File: src/rtl/ibex_instr_aligner.sv
// ============================================================================
// Module  : ibex_instr_aligner
// Purpose : Splits word-aligned fetch beats into 16/32-bit instructions,
//           including 32-bit instructions that straddle two fetch words.
// Revision: 1.0 - initial release
// ============================================================================
`default_nettype none

module ibex_instr_aligner #(
    parameter bit ResetAll = 1'b0
) (
    input  logic        clk_i,
    input  logic        rst_ni,
    input  logic        flush_i,
    input  logic        fetch_valid_i,
    output logic        fetch_ready_o,
    input  logic [31:0] fetch_rdata_i,
    input  logic [31:0] fetch_addr_i,
    input  logic        fetch_err_i,
    output logic        instr_valid_o,
    input  logic        instr_ready_i,
    output logic [31:0] instr_rdata_o,
    output logic [31:0] instr_addr_o,
    output logic        instr_is_compressed_o,
    output logic        instr_err_o,
    output logic        instr_err_plus2_o
);

    typedef enum logic [0:0] {
        EMPTY = 1'b0,
        HALF  = 1'b1
    } state_e;

    state_e      state_q, state_d;
    logic [15:0] hw_q, hw_d;
    logic [31:0] addr_q, addr_d;
    logic        err_q, err_d;
    logic        hold_load;

    always_comb begin
        state_d       = state_q;
        hold_load     = 1'b0;
        hw_d          = fetch_rdata_i[31:16];
        addr_d        = addr_q;
        err_d         = fetch_err_i;
        instr_valid_o = 1'b0;
        fetch_ready_o = 1'b0;
        instr_rdata_o = fetch_rdata_i;
        instr_addr_o  = fetch_addr_i;
        instr_err_o   = 1'b0;
        instr_err_plus2_o = 1'b0;

        if (flush_i) begin
            fetch_ready_o = 1'b1;
            state_d       = EMPTY;
        end else begin
            unique case (state_q)
                EMPTY: begin
                    if (fetch_valid_i) begin
                        if (fetch_addr_i[1]) begin
                            // Only the upper halfword is ours: buffer it first.
                            fetch_ready_o = 1'b1;
                            hold_load     = 1'b1;
                            addr_d        = fetch_addr_i;
                            state_d       = HALF;
                        end else begin
                            instr_valid_o = 1'b1;
                            instr_err_o   = fetch_err_i;
                            fetch_ready_o = instr_ready_i;
                            if (fetch_rdata_i[1:0] != 2'b11) begin
                                instr_rdata_o = {16'h0, fetch_rdata_i[15:0]};
                                if (instr_ready_i) begin
                                    hold_load = 1'b1;
                                    addr_d    = fetch_addr_i + 32'd2;
                                    state_d   = HALF;
                                end
                            end
                        end
                    end
                end
                HALF: begin
                    instr_addr_o = addr_q;
                    if (hw_q[1:0] != 2'b11) begin
                        instr_valid_o = 1'b1;
                        instr_rdata_o = {16'h0, hw_q};
                        instr_err_o   = err_q;
                        if (instr_ready_i) state_d = EMPTY;
                    end else if (err_q) begin
                        // Faulting first half: report now, no point waiting for the rest.
                        instr_valid_o = 1'b1;
                        instr_rdata_o = {fetch_rdata_i[15:0], hw_q};
                        instr_err_o   = 1'b1;
                        if (instr_ready_i) state_d = EMPTY;
                    end else begin
                        instr_valid_o     = fetch_valid_i;
                        instr_rdata_o     = {fetch_rdata_i[15:0], hw_q};
                        instr_err_o       = fetch_err_i;
                        instr_err_plus2_o = fetch_err_i;
                        fetch_ready_o     = instr_ready_i;
                        if (fetch_valid_i && instr_ready_i) begin
                            hold_load = 1'b1;
                            addr_d    = addr_q + 32'd4;
                        end
                    end
                end
                default: state_d = EMPTY;
            endcase
        end

        if (!rst_ni) begin
            instr_valid_o = 1'b0;
            fetch_ready_o = 1'b0;
        end
    end

    assign instr_is_compressed_o = (instr_rdata_o[1:0] != 2'b11);

    always_ff @(posedge clk_i or negedge rst_ni) begin
        if (!rst_ni) begin
            state_q <= EMPTY;
        end else begin
            state_q <= state_d;
        end
    end

    generate
        if (ResetAll) begin : g_hold_reset
            always_ff @(posedge clk_i or negedge rst_ni) begin
                if (!rst_ni) begin
                    hw_q   <= 16'h0;
                    addr_q <= 32'h0;
                    err_q  <= 1'b0;
                end else if (hold_load) begin
                    hw_q   <= hw_d;
                    addr_q <= addr_d;
                    err_q  <= err_d;
                end
            end
        end else begin : g_hold_noreset
            always_ff @(posedge clk_i) begin
                if (hold_load) begin
                    hw_q   <= hw_d;
                    addr_q <= addr_d;
                    err_q  <= err_d;
                end
            end
        end
    endgenerate

endmodule

`default_nettype wire

File: config.mk
export PLATFORM = sky130hd
export DESIGN_NAME = ibex_instr_aligner
export DESIGN_NICKNAME = d
export VERILOG_FILES = /design/src/rtl/ibex_instr_aligner.sv
export SDC_FILE = /design/constraint.sdc
export NUM_CORES = 1
export LEC_CHECK = 0
export ABC_AREA = 1
export BUFFER_PORTS_ARGS = -buffer_cell sky130_fd_sc_hd__buf_4
export CAP_MARGIN = 30
export CORE_MARGIN = 2
export CORE_UTILIZATION = 40
export DETAILED_ROUTE_END_ITERATION = 16
export GPL_TIMING_DRIVEN = 1
export PLACE_DENSITY = 0.79
export RECOVER_POWER = 100
export SYNTH_ARGS = -nofsm -noshare
export SYNTH_HDL_FRONTEND = slang
export SYNTH_SLANG_ARGS = --single-unit
export TNS_END_PERCENT = 20
File: constraint.sdc
create_clock -name clk_i -period 3.3 [get_ports clk_i]
set_clock_uncertainty 0.2 [all_clocks]
set_input_delay 0 -clock clk_i [delete_from_list [all_inputs] [get_ports clk_i]]
set_output_delay 0 -clock clk_i [all_outputs]
set_load 0.005 [all_outputs]
==> impl_results.md <==
* Worst path bufs/invs at 4
* Area Growth Syn to Fin at 43.00%
* Core ar. at 9196 um2
* Mapped cell area at 3765 um2
* Max-slew violations at 36
* Final setup viols at 0
* Clock sink total at 50
* Required @ worst endpoint at 3100 ps
* CTS Buf Count at 5
* Residual DRC at 0
* Sw Share at 32.06%
* CTS-repair resized insts at 0
* VDD IR max at 0.2111 mV
* Post-route ant nets at 0
* Syn_nets at 638
* PD cells at 321.0 nW/um2
* CP endpoint kind: primary output
* Row cnt at 35
* Via/cell ratio at 4.997
* Critical Path AT at 2590 ps
* IO Count at 139
* Global route total overflow at 0
* Clock latency on the worst-skew pair at 310 ps
* Clock Tree Buf Depth at 2
* Maximum number of pins on one net before global-route repair at 38
* Slew HR at -0.5735%
* Setup bufs post-CTS at 0
* Post-DP HPWL at 8.433 mm
* Final WL at 11.76 mm
* Post-synthesis cell count at 567
* Seq pwr share at 46.9%
* Crit path kind: flip-flop to primary output
* Period utilization at 84.51%
* Final hold vios at 0
* CP dominant cell by count: nand2_1
* Synthesis-stage register bit count at 50
* Leakage at 2.582 nW
* Register area share after synthesis at 39.75%
* Number of synthesized flops with an enable pin at 49
* H-tree levels at 2
* Vias at 4297
* Chip Height at 101.0 um
* Top Family by Delay on Critical Path: simple AND/OR/NAND/NOR gates
* First-pass GRT wire length at 19.00 mm
* Share of the synthesized area in the top cell type at 39.08%
* MaxCap Viol Count at 1
* Port bufs at 138
* RePlAce Congestion at 0.9438
* Final worst slack at 511.1 ps
* Antenna diodes at 0
* Synth warn at 0
* Syn avg cell area at 6.640 um2
* CTS clk-pin slew, worst paths at 90 ps
* Area leader, netlist: edfxtp_1
* Layout cells sized above 1 at 20.83%
* Die ar. at 10200 um2
* Number of global-route vias before repair at 4116
* Int Pwr at 1.174 mW
* Switching power at 0.5541 mW
* Clock Power Share at 21.1%
* CTS tree: built
* Combinational fraction of design power at 32.0%
* DR pass1 iterations at 4
* Critical-path top delay cell: nor2_8
* Period minus WS final at 2789 ps
* Die X at 101.0 um
* WL per Instance at 13.67 um
* Clk root buf: clkbuf_8
* Failing checks: max-capacitance violations, max-slew violations
* Crit Path Max Fanout at 37
* Prevailing post-synth register cell: edfxtp_1
* Final TNS setup at 0 ps
* Synth cell types at 32
* Least-Margin Pin Slew at 1509 ps
* RSZ-0062 raised after global routing: false
* Startpoint Class: flip-flop
* Hold Path Class: input port to primary output
* Pwr Total at 1.728 mW
* FMAX at 358.6 MHz
* Total GRT Usage at 23.15%
* Synth top area cells: edfxtp_1 (39%), nand2_1 (25%), o21ai_0 (6.4%)
* Async S/R FF share, synth at 2.000%
* Crit path largest cell delay at 420 ps
* Pre-CTS worst setup slack at 917.2 ps
* Status: finished with violations
* Initial DRC count at 226
* Nets at 819
* Starting Density at 40.94%
* Hold buffer count at CTS at 51
* Initial antenna violation count at 0
* CP cell instances: inv_4 > nor2_8 > inv_2 > nor2_4 > inv_1 > nand2_1 > nand2_1 > o21ai_1 > clkbuf_4
## cells in the mapped netlist, types with 2 or more instances
cell type  count
nand2_1      248
inv_1         62
nor2_1        56
edfxtp_1      49
o21ai_0       48
nand3_1       19
o21ai_1       11
buf_2          8
nand2_2        7
a21oi_1        6
nor2_4         6
buf_4          5
inv_2          5
a31oi_1        4
clkbuf_1       4
xor2_1         4
nand4_1        3
nor2_2         3
o22ai_1        3
buf_1          2
mux2i_1        2
nor3_1         2
## power by group through the flow
stage	Combinational, mW	Sequential [mW]	Clock [mW]
floorplan	0.269	0.812	0
global placement	0.506	0.821	0
detailed placement	0.518	0.824	0
CTS	0.568	0.809	0.370
global route	0.616	0.817	0.395
finish	0.553	0.811	0.365
## per-stage QoR
step,hold WS (ps),util (%),std cells,instance area [um2]
final,97.89,58.54,860,5384
after global routing,110.5,58.54,860,5384
after CTS,80.13,59.46,860,5468
after detailed placement,-414.5,52.98,801,4872
after global placement,-413.2,52.98,801,4872
after floorplan,-495.6,-,567,3765
## worst min-delay path, delay by kind of cell
kind	cells	cell delay, ps
buffers and inverters	2	200
and+or+nand+nor	2	90
## cell families after synthesis
kind of cell	share of synthesized area [%]
AO/OA/AOI/OAI	10.67
buffers and inverters	9.505
flip-flops	39.75
AND/OR/NAND/NOR	38.29
adder cells (fa/ha/maj)	0.3323
multiplexers	0.5318
XOR/XNOR	0.9304
## cells in the final DEF (no fill, tap or decap), types with 2 or more instances in the layout
master | Yosys | routed
nand3_1 | 19 | 20
mux2i_1 | 2 | 2
dlygate4sd3_1 | 0 | 51
o21ai_0 | 48 | 56
a21oi_1 | 6 | 6
nor2_1 | 56 | 56
a31oi_1 | 4 | 4
clkbuf_1 | 4 | 14
nor2_4 | 6 | 5
o22ai_1 | 3 | 3
clkbuf_4 | 0 | 31
nor2_2 | 3 | 4
buf_4 | 5 | 96
o21ai_1 | 11 | 3
nor3_1 | 2 | 3
nand2_1 | 248 | 250
edfxtp_1 | 49 | 49
clkbuf_8 | 0 | 5
nand2_2 | 7 | 5
inv_1 | 62 | 64
inv_2 | 5 | 3
nand4_1 | 3 | 3
xor2_1 | 4 | 4
## cell type report
cell class / count / area (um2)
fillers: 840 / 3812
well taps: 111 / 138.9
inverters: 68 / 257.7
clock inverters: 3 / 16.27
multi-input cells: 430 / 1884
clock buffers: 5 / 68.82
flip-flops and latches: 50 / 1496
repair buffers: 193 / 1521
## state kept, by name, summed over array words and instances (netlist names)
| register | flops |
|---|---|
| addr_q | 32 |
| err_q | 1 |
| hw_q | 16 |
| state_q | 1 |
## routing by layer
metal / wire length, um / vias up / global-route usage (%)
met1: 4911 / 1903 / 29.12
met5: 0 / - / 0
met2: 5533 / 213 / 39.08
li1: - / 2158 / -
met3: 1001 / 23 / 4.993
met4: 312 / 0 / 8.524
## final timing paths
check	start	to	slack (ps)	depth (start not counted)
min in group asynchronous	rst_ni	state_q$_DFF_PN0_	440	3
worst min register to register	err_q$_DFFE_PP_	state_q$_DFF_PN0_	460	3
max in group asynchronous	rst_ni	state_q$_DFF_PN0_	2360	3
worst max-delay path	state_q$_DFF_PN0_	instr_err_o	510	9
worst min-delay path	fetch_rdata_i[3]	instr_rdata_o[3]	100	4
worst max register to register	state_q$_DFF_PN0_	hw_q[8]$_DFFE_PP_	670	5
Power figures use the tool's default switching activity.
